**config.mk**
```make
export PLATFORM = sky130hd
export DESIGN_NAME = multi_axis_integrator_flat
export DESIGN_NICKNAME = d
export VERILOG_FILES = /design/src/rtl/integrator_pkg.sv /design/src/rtl/multi_axis_integrator_if.sv /design/src/rtl/integrator_axis.sv /design/src/rtl/multi_axis_integrator.sv /design/src/flat_wrapper.sv
export SDC_FILE = /design/constraint.sdc
export NUM_CORES = 1
export LEC_CHECK = 0
export BUFFER_PORTS_ARGS = -buffer_cell sky130_fd_sc_hd__buf_4
export CAP_MARGIN = 20
export CORE_MARGIN = 4
export CORE_UTILIZATION = 53
export CTS_CLUSTER_DIAMETER = 60
export DETAILED_ROUTE_END_ITERATION = 10
export GPL_ROUTABILITY_DRIVEN = 1
export GPL_TIMING_DRIVEN = 0
export PLACE_DENSITY = 0.74
export SLEW_MARGIN = 20
export SYNTH_ARGS = -nofsm -noshare
export SYNTH_HDL_FRONTEND = slang
export SYNTH_SLANG_ARGS = --single-unit
```
**constraint.sdc**
```tcl
create_clock -name clk -period 5.65 [get_ports clk]
set_input_delay 1.13 -clock clk [delete_from_list [all_inputs] [get_ports clk]]
set_output_delay 1.13 -clock clk [all_outputs]
set_load 0.1 [all_outputs]
```
**src/rtl/integrator_pkg.sv**
```systemverilog
// ----------------------------------------------------------------------------
// integrator_pkg
// Shared definitions for the multi-axis gyro integrator:
//   state_t     - controller states (idle / calibrating / running)
//   HDG_W       - width of each reported heading (top bits of the accumulator)
//   CAL_FRAC_W  - fractional bits carried by the compensated rate (1/8 LSB)
//   acc_width() - accumulator width derived from the raw rate width
// ----------------------------------------------------------------------------
package integrator_pkg;

    typedef enum logic [1:0] {
        ST_IDLE = 2'd0,
        ST_CAL  = 2'd1,
        ST_RUN  = 2'd2
    } state_t;

    localparam int HDG_W      = 12;
    localparam int CAL_FRAC_W = 3;

    // Accumulator width: one full turn maps onto 2^acc_width counts.
    function automatic int acc_width(input int data_w);
        return data_w + 11;
    endfunction

endpackage

```
**src/rtl/multi_axis_integrator_if.sv**
```systemverilog
// ----------------------------------------------------------------------------
// multi_axis_integrator_if
// Bundles the control, rate and result signals of multi_axis_integrator.
//   master : drives strt_cal, zero_hdg, vld, rate, lftIR, rghtIR, moving;
//            observes cal_done, cal_err, rdy, heading
//   slave  : the integrator itself (mirror image of master)
// rate and heading are packed with axis 0 in the LSBs.
// ----------------------------------------------------------------------------
interface multi_axis_integrator_if
    import integrator_pkg::*;
#(
    parameter int NUM_AXES = 2,
    parameter int DATA_W   = 16
);
    logic                         strt_cal;
    logic                         zero_hdg;
    logic                         vld;
    logic [NUM_AXES*DATA_W-1:0]   rate;
    logic                         lftIR;
    logic                         rghtIR;
    logic                         moving;
    logic                         cal_done;
    logic                         cal_err;
    logic                         rdy;
    logic [NUM_AXES*HDG_W-1:0]    heading;

    modport master (
        output strt_cal, zero_hdg, vld, rate, lftIR, rghtIR, moving,
        input  cal_done, cal_err, rdy, heading
    );

    modport slave (
        input  strt_cal, zero_hdg, vld, rate, lftIR, rghtIR, moving,
        output cal_done, cal_err, rdy, heading
    );

endinterface

```
**src/rtl/integrator_axis.sv**
```systemverilog
// ----------------------------------------------------------------------------
// integrator_axis
// One gyro axis: rate compensation (stage 1), scaling and accumulation
// (stage 2) and the calibration offset register.
//   clk, rst_n  : clock, asynchronous active-low reset
//   cap_en      : capture a new compensated rate into stage 1
//   run_mode    : compensate against the offset (otherwise raw, extended)
//   raw         : signed raw rate
//   integ_en    : add the stage-1 value (plus fuse) into the accumulator
//   scale_en    : apply the 31/32 gain to the stage-1 value
//   fuse        : extra signed correction added with the integrate
//   acc_clr     : clear the accumulator (wins over integ_en)
//   off_load    : load the offset from the accumulator (calibration result)
//   heading     : top HDG_W bits of the accumulator
// ----------------------------------------------------------------------------
module integrator_axis
    import integrator_pkg::*;
#(
    parameter int DATA_W   = 16,
    parameter int CAL_LOG2 = 11
)
(
    input  logic                       clk,
    input  logic                       rst_n,
    input  logic                       cap_en,
    input  logic                       run_mode,
    input  logic signed [DATA_W-1:0]   raw,
    input  logic                       integ_en,
    input  logic                       scale_en,
    input  logic signed [DATA_W+2:0]   fuse,
    input  logic                       acc_clr,
    input  logic                       off_load,
    output logic [HDG_W-1:0]           heading
);

    localparam int CW     = DATA_W + CAL_FRAC_W;
    localparam int ACC_W  = acc_width(DATA_W);
    localparam int OFF_SH = CAL_LOG2 - CAL_FRAC_W;

    logic signed [CW-1:0]    raw_ext_s;
    logic signed [CW-1:0]    comp_s;
    logic signed [CW-1:0]    s1_comp_r;
    logic signed [CW-1:0]    offset_r;
    logic signed [CW+4:0]    comp_ext_s;
    logic signed [CW+4:0]    prod_s;
    logic signed [CW-1:0]    scaled_s;
    logic signed [ACC_W-1:0] acc_r;
    logic signed [ACC_W-1:0] sum_s;

    // Compensation: raw sample in calibration, 1/8-LSB offset-corrected rate when running.
    always_comb begin
        raw_ext_s = {{CAL_FRAC_W{raw[DATA_W-1]}}, raw};
        if (run_mode) begin
            comp_s = {raw, {CAL_FRAC_W{1'b0}}} - offset_r;
        end else begin
            comp_s = raw_ext_s;
        end
    end

    // Gain of 31/32 built as (x*32 - x) >>> 5, so no multiplier is needed.
    always_comb begin
        comp_ext_s = {{5{s1_comp_r[CW-1]}}, s1_comp_r};
        prod_s     = (comp_ext_s <<< 5) - comp_ext_s;
        if (scale_en) begin
            scaled_s = CW'(prod_s >>> 5);
        end else begin
            scaled_s = s1_comp_r;
        end
        sum_s = acc_r
              + {{(ACC_W-CW){scaled_s[CW-1]}}, scaled_s}
              + {{(ACC_W-CW){fuse[CW-1]}}, fuse};
    end

    // Stage-1 capture, wrapping accumulator and offset register.
    always_ff @(posedge clk or negedge rst_n) begin
        if (!rst_n) begin
            s1_comp_r <= {CW{1'b0}};
            acc_r     <= {ACC_W{1'b0}};
            offset_r  <= {CW{1'b0}};
        end else begin
            if (cap_en) begin
                s1_comp_r <= comp_s;
            end
            if (acc_clr) begin
                acc_r <= {ACC_W{1'b0}};
            end else if (integ_en) begin
                acc_r <= sum_s;
            end
            // The accumulator holds the sum of 2^CAL_LOG2 raw samples; rescale to 1/8 LSB.
            if (off_load) begin
                offset_r <= CW'(acc_r >>> OFF_SH);
            end
        end
    end

    assign heading = acc_r[ACC_W-1 -: HDG_W];

endmodule

```
**src/rtl/multi_axis_integrator.sv**
```systemverilog
// ----------------------------------------------------------------------------
// multi_axis_integrator
// Integrates NUM_AXES signed gyro rates into headings after a calibration
// that learns each axis' zero-rate offset. Guardrail IR sensors nudge axis 0.
//   clk, rst_n : clock, asynchronous active-low reset
//   bus        : multi_axis_integrator_if slave port
//                strt_cal  start/restart calibration
//                zero_hdg  clear headings while running
//                vld       one-cycle strobe, rate valid on all axes
//                rate      packed signed rates, axis 0 in LSBs
//                lftIR/rghtIR guardrail sensors (axis 0 correction)
//                moving    integrate only while high (running)
//                cal_done  one-cycle pulse on successful calibration
//                cal_err   level, calibration timed out
//                rdy       one-cycle pulse, headings updated this cycle
//                heading   packed signed headings, axis 0 in LSBs
// ----------------------------------------------------------------------------
module multi_axis_integrator
    import integrator_pkg::*;
#(
    parameter int                    NUM_AXES    = 2,
    parameter int                    DATA_W      = 16,
    parameter int                    CAL_LOG2    = 11,
    parameter int                    CAL_TIMEOUT = 32'h0040_0000,
    parameter logic [DATA_W+2:0]     FUSION_STEP = 19'h03000
)
(
    input  logic                     clk,
    input  logic                     rst_n,
    multi_axis_integrator_if.slave   bus
);

    localparam int CW    = DATA_W + CAL_FRAC_W;
    localparam int SMP_W = CAL_LOG2 + 1;
    localparam int TMO_W = $clog2(CAL_TIMEOUT + 1);
    localparam logic [SMP_W-1:0] SMP_FULL = {1'b1, {CAL_LOG2{1'b0}}};

    state_t                   state_r;
    state_t                   s1_state_r;
    logic                     s1_vld_r;
    logic [SMP_W-1:0]         smp_cnt_r;
    logic [TMO_W-1:0]         tmo_cnt_r;
    logic                     cal_done_r;
    logic                     cal_err_r;
    logic                     rdy_r;

    logic                     cal_full_s;
    logic                     tmo_hit_s;
    logic                     acc_clr_s;
    logic                     off_load_s;
    logic                     integ_s;
    logic                     scale_s;
    logic                     cal_smp_s;
    logic signed [CW-1:0]     fuse_s;
    logic [NUM_AXES*HDG_W-1:0] hdg_all_s;

    assign cal_full_s = (smp_cnt_r == SMP_FULL);
    assign tmo_hit_s  = (tmo_cnt_r == TMO_W'(CAL_TIMEOUT - 1));

    // Per-cycle datapath control. A stage-1 sample is only integrated in the
    // state it was captured in, so a sample straddling a state change is dropped.
    always_comb begin
        acc_clr_s  = 1'b0;
        off_load_s = 1'b0;
        integ_s    = 1'b0;
        scale_s    = 1'b0;
        cal_smp_s  = 1'b0;
        case (state_r)
            ST_IDLE: begin
                if (bus.strt_cal) begin
                    acc_clr_s = 1'b1;
                end else begin
                    acc_clr_s = 1'b0;
                end
            end
            ST_CAL: begin
                if (bus.strt_cal) begin
                    acc_clr_s = 1'b1;
                end else if (cal_full_s) begin
                    acc_clr_s  = 1'b1;
                    off_load_s = 1'b1;
                end else if (tmo_hit_s) begin
                    acc_clr_s = 1'b0;
                end else if (s1_vld_r && (s1_state_r == ST_CAL)) begin
                    integ_s   = 1'b1;
                    cal_smp_s = 1'b1;
                end else begin
                    integ_s = 1'b0;
                end
            end
            ST_RUN: begin
                // strt_cal and zero_hdg both clear; strt_cal's state change is in the FSM.
                if (bus.strt_cal || bus.zero_hdg) begin
                    acc_clr_s = 1'b1;
                end else if (s1_vld_r && (s1_state_r == ST_RUN) && bus.moving) begin
                    integ_s = 1'b1;
                    scale_s = 1'b1;
                end else begin
                    integ_s = 1'b0;
                end
            end
            default: begin
                acc_clr_s = 1'b0;
            end
        endcase
    end

    // Guardrail correction for axis 0: one-sided IR contact steers, both/neither is neutral.
    always_comb begin
        if ((state_r == ST_RUN) && bus.lftIR && !bus.rghtIR) begin
            fuse_s = FUSION_STEP;
        end else if ((state_r == ST_RUN) && !bus.lftIR && bus.rghtIR) begin
            fuse_s = -FUSION_STEP;
        end else begin
            fuse_s = {CW{1'b0}};
        end
    end

    // Controller FSM, calibration counters, pipeline valid and registered outputs.
    always_ff @(posedge clk or negedge rst_n) begin
        if (!rst_n) begin
            state_r    <= ST_IDLE;
            s1_state_r <= ST_IDLE;
            s1_vld_r   <= 1'b0;
            smp_cnt_r  <= {SMP_W{1'b0}};
            tmo_cnt_r  <= {TMO_W{1'b0}};
            cal_done_r <= 1'b0;
            cal_err_r  <= 1'b0;
            rdy_r      <= 1'b0;
        end else begin
            s1_vld_r   <= bus.vld;
            s1_state_r <= state_r;
            rdy_r      <= s1_vld_r;
            cal_done_r <= 1'b0;
            case (state_r)
                ST_IDLE: begin
                    if (bus.strt_cal) begin
                        state_r   <= ST_CAL;
                        smp_cnt_r <= {SMP_W{1'b0}};
                        tmo_cnt_r <= {TMO_W{1'b0}};
                        cal_err_r <= 1'b0;
                    end
                end
                ST_CAL: begin
                    if (bus.strt_cal) begin
                        smp_cnt_r <= {SMP_W{1'b0}};
                        tmo_cnt_r <= {TMO_W{1'b0}};
                        cal_err_r <= 1'b0;
                    end else if (cal_full_s) begin
                        state_r    <= ST_RUN;
                        cal_done_r <= 1'b1;
                        smp_cnt_r  <= {SMP_W{1'b0}};
                        tmo_cnt_r  <= {TMO_W{1'b0}};
                    end else if (tmo_hit_s) begin
                        state_r   <= ST_IDLE;
                        cal_err_r <= 1'b1;
                        smp_cnt_r <= {SMP_W{1'b0}};
                        tmo_cnt_r <= {TMO_W{1'b0}};
                    end else begin
                        tmo_cnt_r <= tmo_cnt_r + TMO_W'(1'b1);
                        if (cal_smp_s) begin
                            smp_cnt_r <= smp_cnt_r + SMP_W'(1'b1);
                        end
                    end
                end
                ST_RUN: begin
                    if (bus.strt_cal) begin
                        state_r   <= ST_CAL;
                        smp_cnt_r <= {SMP_W{1'b0}};
                        tmo_cnt_r <= {TMO_W{1'b0}};
                        cal_err_r <= 1'b0;
                    end
                end
                default: begin
                    state_r <= ST_IDLE;
                end
            endcase
        end
    end

    for (genvar a = 0; a < NUM_AXES; a++) begin : g_axis
        integrator_axis #(
            .DATA_W   (DATA_W),
            .CAL_LOG2 (CAL_LOG2)
        ) u_axis (
            .clk      (clk),
            .rst_n    (rst_n),
            .cap_en   (bus.vld),
            .run_mode (state_r == ST_RUN),
            .raw      (bus.rate[a*DATA_W +: DATA_W]),
            .integ_en (integ_s),
            .scale_en (scale_s),
            .fuse     ((a == 0) ? fuse_s : {CW{1'b0}}),
            .acc_clr  (acc_clr_s),
            .off_load (off_load_s),
            .heading  (hdg_all_s[a*HDG_W +: HDG_W])
        );
    end

    assign bus.cal_done = cal_done_r;
    assign bus.cal_err  = cal_err_r;
    assign bus.rdy      = rdy_r;
    assign bus.heading  = hdg_all_s;

endmodule

```
**src/flat_wrapper.sv**
```systemverilog
// flat-port wrapper written by rule: the top's interface ports become plain ports
module multi_axis_integrator_flat import integrator_pkg::*;
#(
    parameter int                    NUM_AXES    = 2,
    parameter int                    DATA_W      = 16,
    parameter int                    CAL_LOG2    = 11,
    parameter int                    CAL_TIMEOUT = 32'h0040_0000,
    parameter logic [DATA_W+2:0]     FUSION_STEP = 19'h03000
)
  (clk, rst_n, bus_strt_cal, bus_zero_hdg, bus_vld, bus_rate, bus_lftIR, bus_rghtIR, bus_moving, bus_cal_done, bus_cal_err, bus_rdy, bus_heading);
  multi_axis_integrator_if #(.NUM_AXES(NUM_AXES), .DATA_W(DATA_W)) bus_i ();
  input  logic clk;
  input  logic rst_n;
  input wire logic [$bits(bus_i.strt_cal)-1:0] bus_strt_cal;
  input wire logic [$bits(bus_i.zero_hdg)-1:0] bus_zero_hdg;
  input wire logic [$bits(bus_i.vld)-1:0] bus_vld;
  input wire logic [$bits(bus_i.rate)-1:0] bus_rate;
  input wire logic [$bits(bus_i.lftIR)-1:0] bus_lftIR;
  input wire logic [$bits(bus_i.rghtIR)-1:0] bus_rghtIR;
  input wire logic [$bits(bus_i.moving)-1:0] bus_moving;
  output wire logic [$bits(bus_i.cal_done)-1:0] bus_cal_done;
  output wire logic [$bits(bus_i.cal_err)-1:0] bus_cal_err;
  output wire logic [$bits(bus_i.rdy)-1:0] bus_rdy;
  output wire logic [$bits(bus_i.heading)-1:0] bus_heading;
  assign bus_i.strt_cal = bus_strt_cal;
  assign bus_i.zero_hdg = bus_zero_hdg;
  assign bus_i.vld = bus_vld;
  assign bus_i.rate = bus_rate;
  assign bus_i.lftIR = bus_lftIR;
  assign bus_i.rghtIR = bus_rghtIR;
  assign bus_i.moving = bus_moving;
  assign bus_cal_done = bus_i.cal_done;
  assign bus_cal_err = bus_i.cal_err;
  assign bus_rdy = bus_i.rdy;
  assign bus_heading = bus_i.heading;
  multi_axis_integrator #(.NUM_AXES(NUM_AXES), .DATA_W(DATA_W), .CAL_LOG2(CAL_LOG2), .CAL_TIMEOUT(CAL_TIMEOUT), .FUSION_STEP(FUSION_STEP)) u_core (.clk(clk), .rst_n(rst_n), .bus(bus_i));
endmodule
```
# == Word-level counts from Yosys, hierarchy flattened ==
# Index checks and enable logic that the tools add are counted.
# op_classes
add_sub_neg,9
eq_ne,12
mux,47
n_reduce_logical,18
# ops
cell,n
two-way mux 19 bit,6
two-way mux 27 bit,4
two-way mux 23 bit,4
adder 27 bit,3
two-way mux 12 bit,5
subtractor 24 x 19 -> 24 bit,2
one-hot mux 23 bit (2 select lines),1
subtractor 19 bit,2
one-hot mux 12 bit (2 select lines),1
adder 23 x 1 -> 23 bit (second input constant),1
equality test 23 x 22 -> 1 bit (second input constant),1
two-way mux 1 bit,18
adder 12 x 1 -> 12 bit (second input constant),1
equality test 12 bit (second input constant),1
two-way mux 2 bit,4
logical AND 1 bit,7
AND reduction 3 bit,2
!= test 5 x 2 -> 1 bit (second input constant),1
equality test 2 x 1 -> 1 bit (second input constant),2
equality test 2 bit (second input constant),2
one-hot mux 1 bit (2 select lines),2
one-hot mux 2 bit (2 select lines),1
AND reduction 4 bit,1
nonzero test 2 bit,2
other kinds (11),12
# totals
ff_bits,173
in_bits,40
output_inout_bits,27
elab_cells,100

# == Depth between registers and ports, before layout ==
# logic_depth
depth_word,12
ltp_mapped,25
depth_no_buf,25

# == Hierarchy ==
# From an unflattened synthesis, not the netlist that was laid out.
# hier_totals
hier_cells,1890
area_unflattened_um2,15945.3
# by_module_without_submodules
module,instances,cells_each,area_each_um2,seq_area_each_um2
integrator_axis at u_core.g_axis[1].u_axis,1,855,6971.7,1626.6
integrator_axis at u_core.g_axis[0].u_axis,1,785,6571.3,1626.6
multi_axis_integrator,1,250,2402.3,1076.0

# == Worst setup path before layout ==
# OpenSTA, ideal clock, no wires.
# synth_path
path_type,reg-to-reg
from,register u_core.g_axis[0].u_axis.s1_comp_r[2]
to,register u_core.g_axis[0].u_axis.acc_r[26]
setup_time_ps,78
arrival_ps,5122
t_required_ps,5572
path_slack_ps,450
path_stages_with_launch,24
path_buffers,0
period_less_slack_ps,5200
path_cell_list,dfrtp_1 ha_1 o21a_1 o21a_1 o2111a_1 a21oi_1 nor3_1 o21a_1 or2_1 a221oi_1 xnor2_1 mux2i_1 fa_1 inv_1 ha_1 and3_1 a31oi_1 nand2_1 a21oi_1 a21oi_1 o31ai_1 a211oi_1 or4_1 a21oi_1
# synth_via
elab_chain_cells,6
# synth_rtl
item,line,source
start: declaration,integrator_axis.sv:42,logic signed [CW-1:0] s1_comp_r;
start signal: assignment,integrator_axis.sv:77,s1_comp_r <= {CW{1'b0}};
start signal: assignment,integrator_axis.sv:82,s1_comp_r <= comp_s;
subtractor 24 x 19 -> 24 bit,integrator_axis.sv:63,prod_s = (comp_ext_s <<< 5) - comp_ext_s;
two-way mux 19 bit (*),integrator_axis.sv:64,if (scale_en) begin
adder 27 bit (*),integrator_axis.sv:70,"+ {{(ACC_W-CW){scaled_s[CW-1]}}, scaled_s}"
adder 27 bit (*),integrator_axis.sv:71,"+ {{(ACC_W-CW){fuse[CW-1]}}, fuse};"
two-way mux 27 bit (*),integrator_axis.sv:86,end else if (integ_en) begin
two-way mux 27 bit (*),integrator_axis.sv:84,if (acc_clr) begin
end signal: assignment,integrator_axis.sv:78,acc_r <= {ACC_W{1'b0}};
end signal: assignment,integrator_axis.sv:85,acc_r <= {ACC_W{1'b0}};
end signal: assignment,integrator_axis.sv:87,acc_r <= sum_s;
end: declaration,integrator_axis.sv:47,logic signed [ACC_W-1:0] acc_r;
# Mark *: on every way between the ends. The rest lies on a longest branch, timed or not. The select of a mux whose other input is x is not followed.
# A chain may end at the register's enable or synchronous reset.

# == Worst setup path in the final report ==
# layout_path
from,register u_core.g_axis[0].u_axis.s1_comp_r[7]
to,register u_core.g_axis[0].u_axis.acc_r[26]
# Same word-level chain as after synthesis.

==> metrics.cfg <==
[global_routing]
antenna_found_initial=0
grt_overflow_total=0
grt_max_degree=90
grt_use_total_pct=26.7
grt_pass1_wl_um=62600
grt_pass1_vias=12369

[clock_tree]
clock_sinks=173
cts-root-buf=clkbuf_16
clkLatencyLatePin_ps=440
ctsHoldBuffers=0
cts_inserted_buffers=17
htreeDepth=4
cts_tree=done
clockBufferDepth=2
clk_pin_slew_ps=80

[sta]
tightest_slew_ps=933
hold_violations=0
rsz0062_at_grt=yes
drv_slew=0
clock.fmax_mhz=183
post-route-period-util_pct=96.8
fin_crit_ps=5470
skew_ps=13.2
relSlewSlack_pct=37.6
setup_viol=0

[die]
die_x_um=170
die_y_um=170
initial_core_util_pct=53.7
die_area_mm2=0.0290
coreArea_mm2=0.0260
num_rows=59
boundaryPins=67

[placed_design]
post-place-cells=2103
globalplace.congestion=0.948
port_buffers=65
place_hpwl_um=29200
dpl_cell_area_mm2=0.0149

[yosys]
synthDistinctLibCells=77
syn_nets=1896
yosysTopAreaCell=dfrtp_1
synth_area_leaders=dfrtp_1 (31%), ha_1 (12%), a21oi_1 (5.7%)
synth_async_sr_flop_share_pct=100
seq_area_frac_synth_pct=31.0
synth_edf_count=0
synth_top_area_share_pct=31.0
syn-cell-area_mm2=0.0140
syn-mean-instance-area_um2=8.20
netlist_instances=1702
ys.flop_type=dfrtp_1
yosysWarningCount=0
ys_ff_latch=173

[status]
status=finished, final reports clean

[detailed_routing]
post-route-drc-count=0
ant_nets=0
wl_per_cell_um=18.1
drtIter0Drc=886
vias_per_cell=5.97
first_pass_iters=7
vias=12743
drt-total-wl_um=38600

[setup_path]
critPathKind=reg2reg
end_kind=flip-flop
worstPathArrival_ps=5830
rrSetupSlack_ps=180
startpoint_type=flip-flop
required_ps=6010
worstPathMaxFanout=5

[power_and_ir_drop]
p_leak_nw=7.47
p_int_w=0.00262
power_w=0.00434
seqPwrFrac_pct=33.4
p_clk_share_pct=28.5
p_switching_w=0.00172
swShare_pct=39.6
combPwrFrac_pct=38.2
vdd_drop_max_mv=0.202
power.density_mw_per_mm2=279

[run]
maxCapViolations=0

[cells_and_area]
area_delta_synth_final_pct=11.5
fin_area_mm2=0.0156
drive_above_1_share_pct=9.16
n_antenna_cell=0
fillerInstances=2329
final_cells=2136
nets=1983

[worst_hold_path]
hold_path.class=reg2reg

[Yosys cell counts (all sizes together), types with 4 or more instances]
cell type	number
nand2b	16
or2	8
a21oi	159
nor2	131
o22ai	4
o31ai	22
nand4	12
nor4	7
nand3b	9
mux2	4
a211oi	12
ha	138
nand2	208
nor2b	18
a21o	33
o211ai	9
nand3	43
mux2i	26
a311oi	6
nor4b	4
o21a	22
xor2	45
nor3	33
xnor2	55
o21ai	139
and2	9
a21boi	8
and3	22
inv	146
buf	35
or3	6
o21bai	12
fa	16
clkbuf	48
o41ai	5
a31oi	15
dfrtp	173
[critical path, stage by stage, from the launching register on]
cell	delay (ps)
dfrtp_1	410
inv_1	110
ha_4	210
o21a_1	180
o21a_1	180
o2111a_1	270
a21oi_2	180
nor3_1	100
o21a_2	270
or2_1	270
a221oi_2	260
xnor2_1	140
mux2i_1	100
fa_1	520
inv_1	50
ha_2	310
and3_2	260
a31oi_1	160
nand2_1	110
a21oi_2	160
a21oi_1	110
o31ai_2	270
a211oi_1	130
or4_1	470
a21oi_1	150
[cell usage in the layout, fill, tap and decap left out, types with 5 or more instances in the layout]
master and n:
o211ai_1 9, nor2_1 131, or3_1 6, clkbuf_16 17
o21a_1 21, buf_4 90, nor3_1 31, nor4_1 6
a31oi_1 14, inv_1 146, a311oi_1 6, nand2_1 208
xnor2_1 55, dfrtp_1 171, a211oi_1 12, and3_1 21
ha_1 136, o21ai_0 118, nand3_1 43, xor2_1 45
clkbuf_1 48, a21boi_0 5, and2_1 8, nand4_1 12
o21bai_1 12, buf_2 6, buf_1 5, a21o_1 33
nand3b_1 9, nand2b_1 16, a21oi_1 156, o21ai_1 20
mux2i_1 26, nor2b_1 17, fa_1 16, o31ai_1 19
[final cells by class]
class / instances / area [µm²] / share of cell area, %
Multi-Input combinational cell: 1300 / 8720 / 56.1
Sequential cell: 173 / 4330 / 27.8
Inverter: 146 / 548 / 3.52
Timing Repair Buffer: 68 / 538 / 3.46
Clock buffer: 18 / 439 / 2.82
Tap cell: 335 / 419 / 2.69
Buffer: 83 / 409 / 2.63
Clock inverter: 13 / 153 / 0.981
[flip-flops by register name (all words and copies together), names as in the netlist]
| name | flops |
|---|---|
| u_core.g_axis.u_axis.s1_comp_r | 38 |
| u_core.bus.cal_err | 1 |
| u_core.bus.cal_done | 1 |
| u_core.g_axis.u_axis.offset_r | 38 |
| u_core.state_r | 2 |
| u_core.s1_state_r | 2 |
| u_core.g_axis.u_axis.acc_r | 54 |
| u_core.bus.rdy | 1 |
| u_core.s1_vld_r | 1 |
| u_core.smp_cnt_r | 12 |
| u_core.tmo_cnt_r | 23 |
[routing by layer]
metal,global-route usage [%],wire length [µm]
met5,0,0
met4,8.09,830
met3,3.79,2430
met2,43.2,17800
met1,37.4,17500
[path summary, 6_finish.rpt]
kind | from | endpoint | cells past startpoint
worst max-delay path | u_core.g_axis[0].u_axis.s1_comp_r[7]$_DFFE_PN0P_ | u_core.g_axis[0].u_axis.acc_r[26]$_DFFE_PN0P_ | 24
worst min-delay path | u_core.s1_vld_r$_DFF_PN0_ | u_core.bus.rdy$_DFF_PN0_ | 0
worst max register to register | u_core.g_axis[0].u_axis.s1_comp_r[7]$_DFFE_PN0P_ | u_core.g_axis[0].u_axis.acc_r[26]$_DFFE_PN0P_ | 24
worst min register to register | u_core.s1_vld_r$_DFF_PN0_ | u_core.bus.rdy$_DFF_PN0_ | 0
max in group asynchronous | rst_n | u_core.g_axis[0].u_axis.s1_comp_r[2]$_DFFE_PN0P_ | 2
min in group asynchronous | rst_n | u_core.g_axis[0].u_axis.acc_r[24]$_DFFE_PN0P_ | 1
[kinds of logic (layout without fill, tap and decap cells)]
| kind of cell | after synthesis | in the layout | synth area share (%) |
|---|---|---|---|
| flip-flops | 173 | 173 | 31.0 |
| XOR/XNOR | 100 | 100 | 6.27 |
| adder cells (fa/ha/maj) | 154 | 154 | 14.7 |
| AND/OR/NAND/NOR | 541 | 541 | 18.1 |
| buffers and inverters | 229 | 328 | 6.86 |
| AO/OA/AOI/OAI | 475 | 475 | 20.9 |
| multiplexers | 30 | 30 | 2.19 |
[stage by stage]
stage               hold WS, ps  setup WS [ps]  TNS (ps)  util, %
floorplan                   367            450         0        -
global placement            454           -165      -165     57.2
detailed placement          443           -305      -305     57.4
CTS                         475          0.241         0     59.7
global route                489           -128      -128     59.9
finish                      485            178         0     59.9
[timing repair]
item	in CTS	in global routing
pin swaps	1	2
setup endpoints to repair	1	3
gates resized for setup	2	10
gates cloned	0	0
buffers inserted	1	1
[power groups by stage]
stage / registers [W] / logic (W) / clock network [W]
after global routing: 0.00146 / 0.00183 / 0.00130
after global placement: 0.00146 / 0.00157 / 0
final: 0.00145 / 0.00165 / 0.00123
after CTS: 0.00144 / 0.00163 / 0.00125
after detailed placement: 0.00146 / 0.00162 / 0
after floorplan: 0.00142 / 0.00124 / 0
Power figures use the tool's default switching activity.
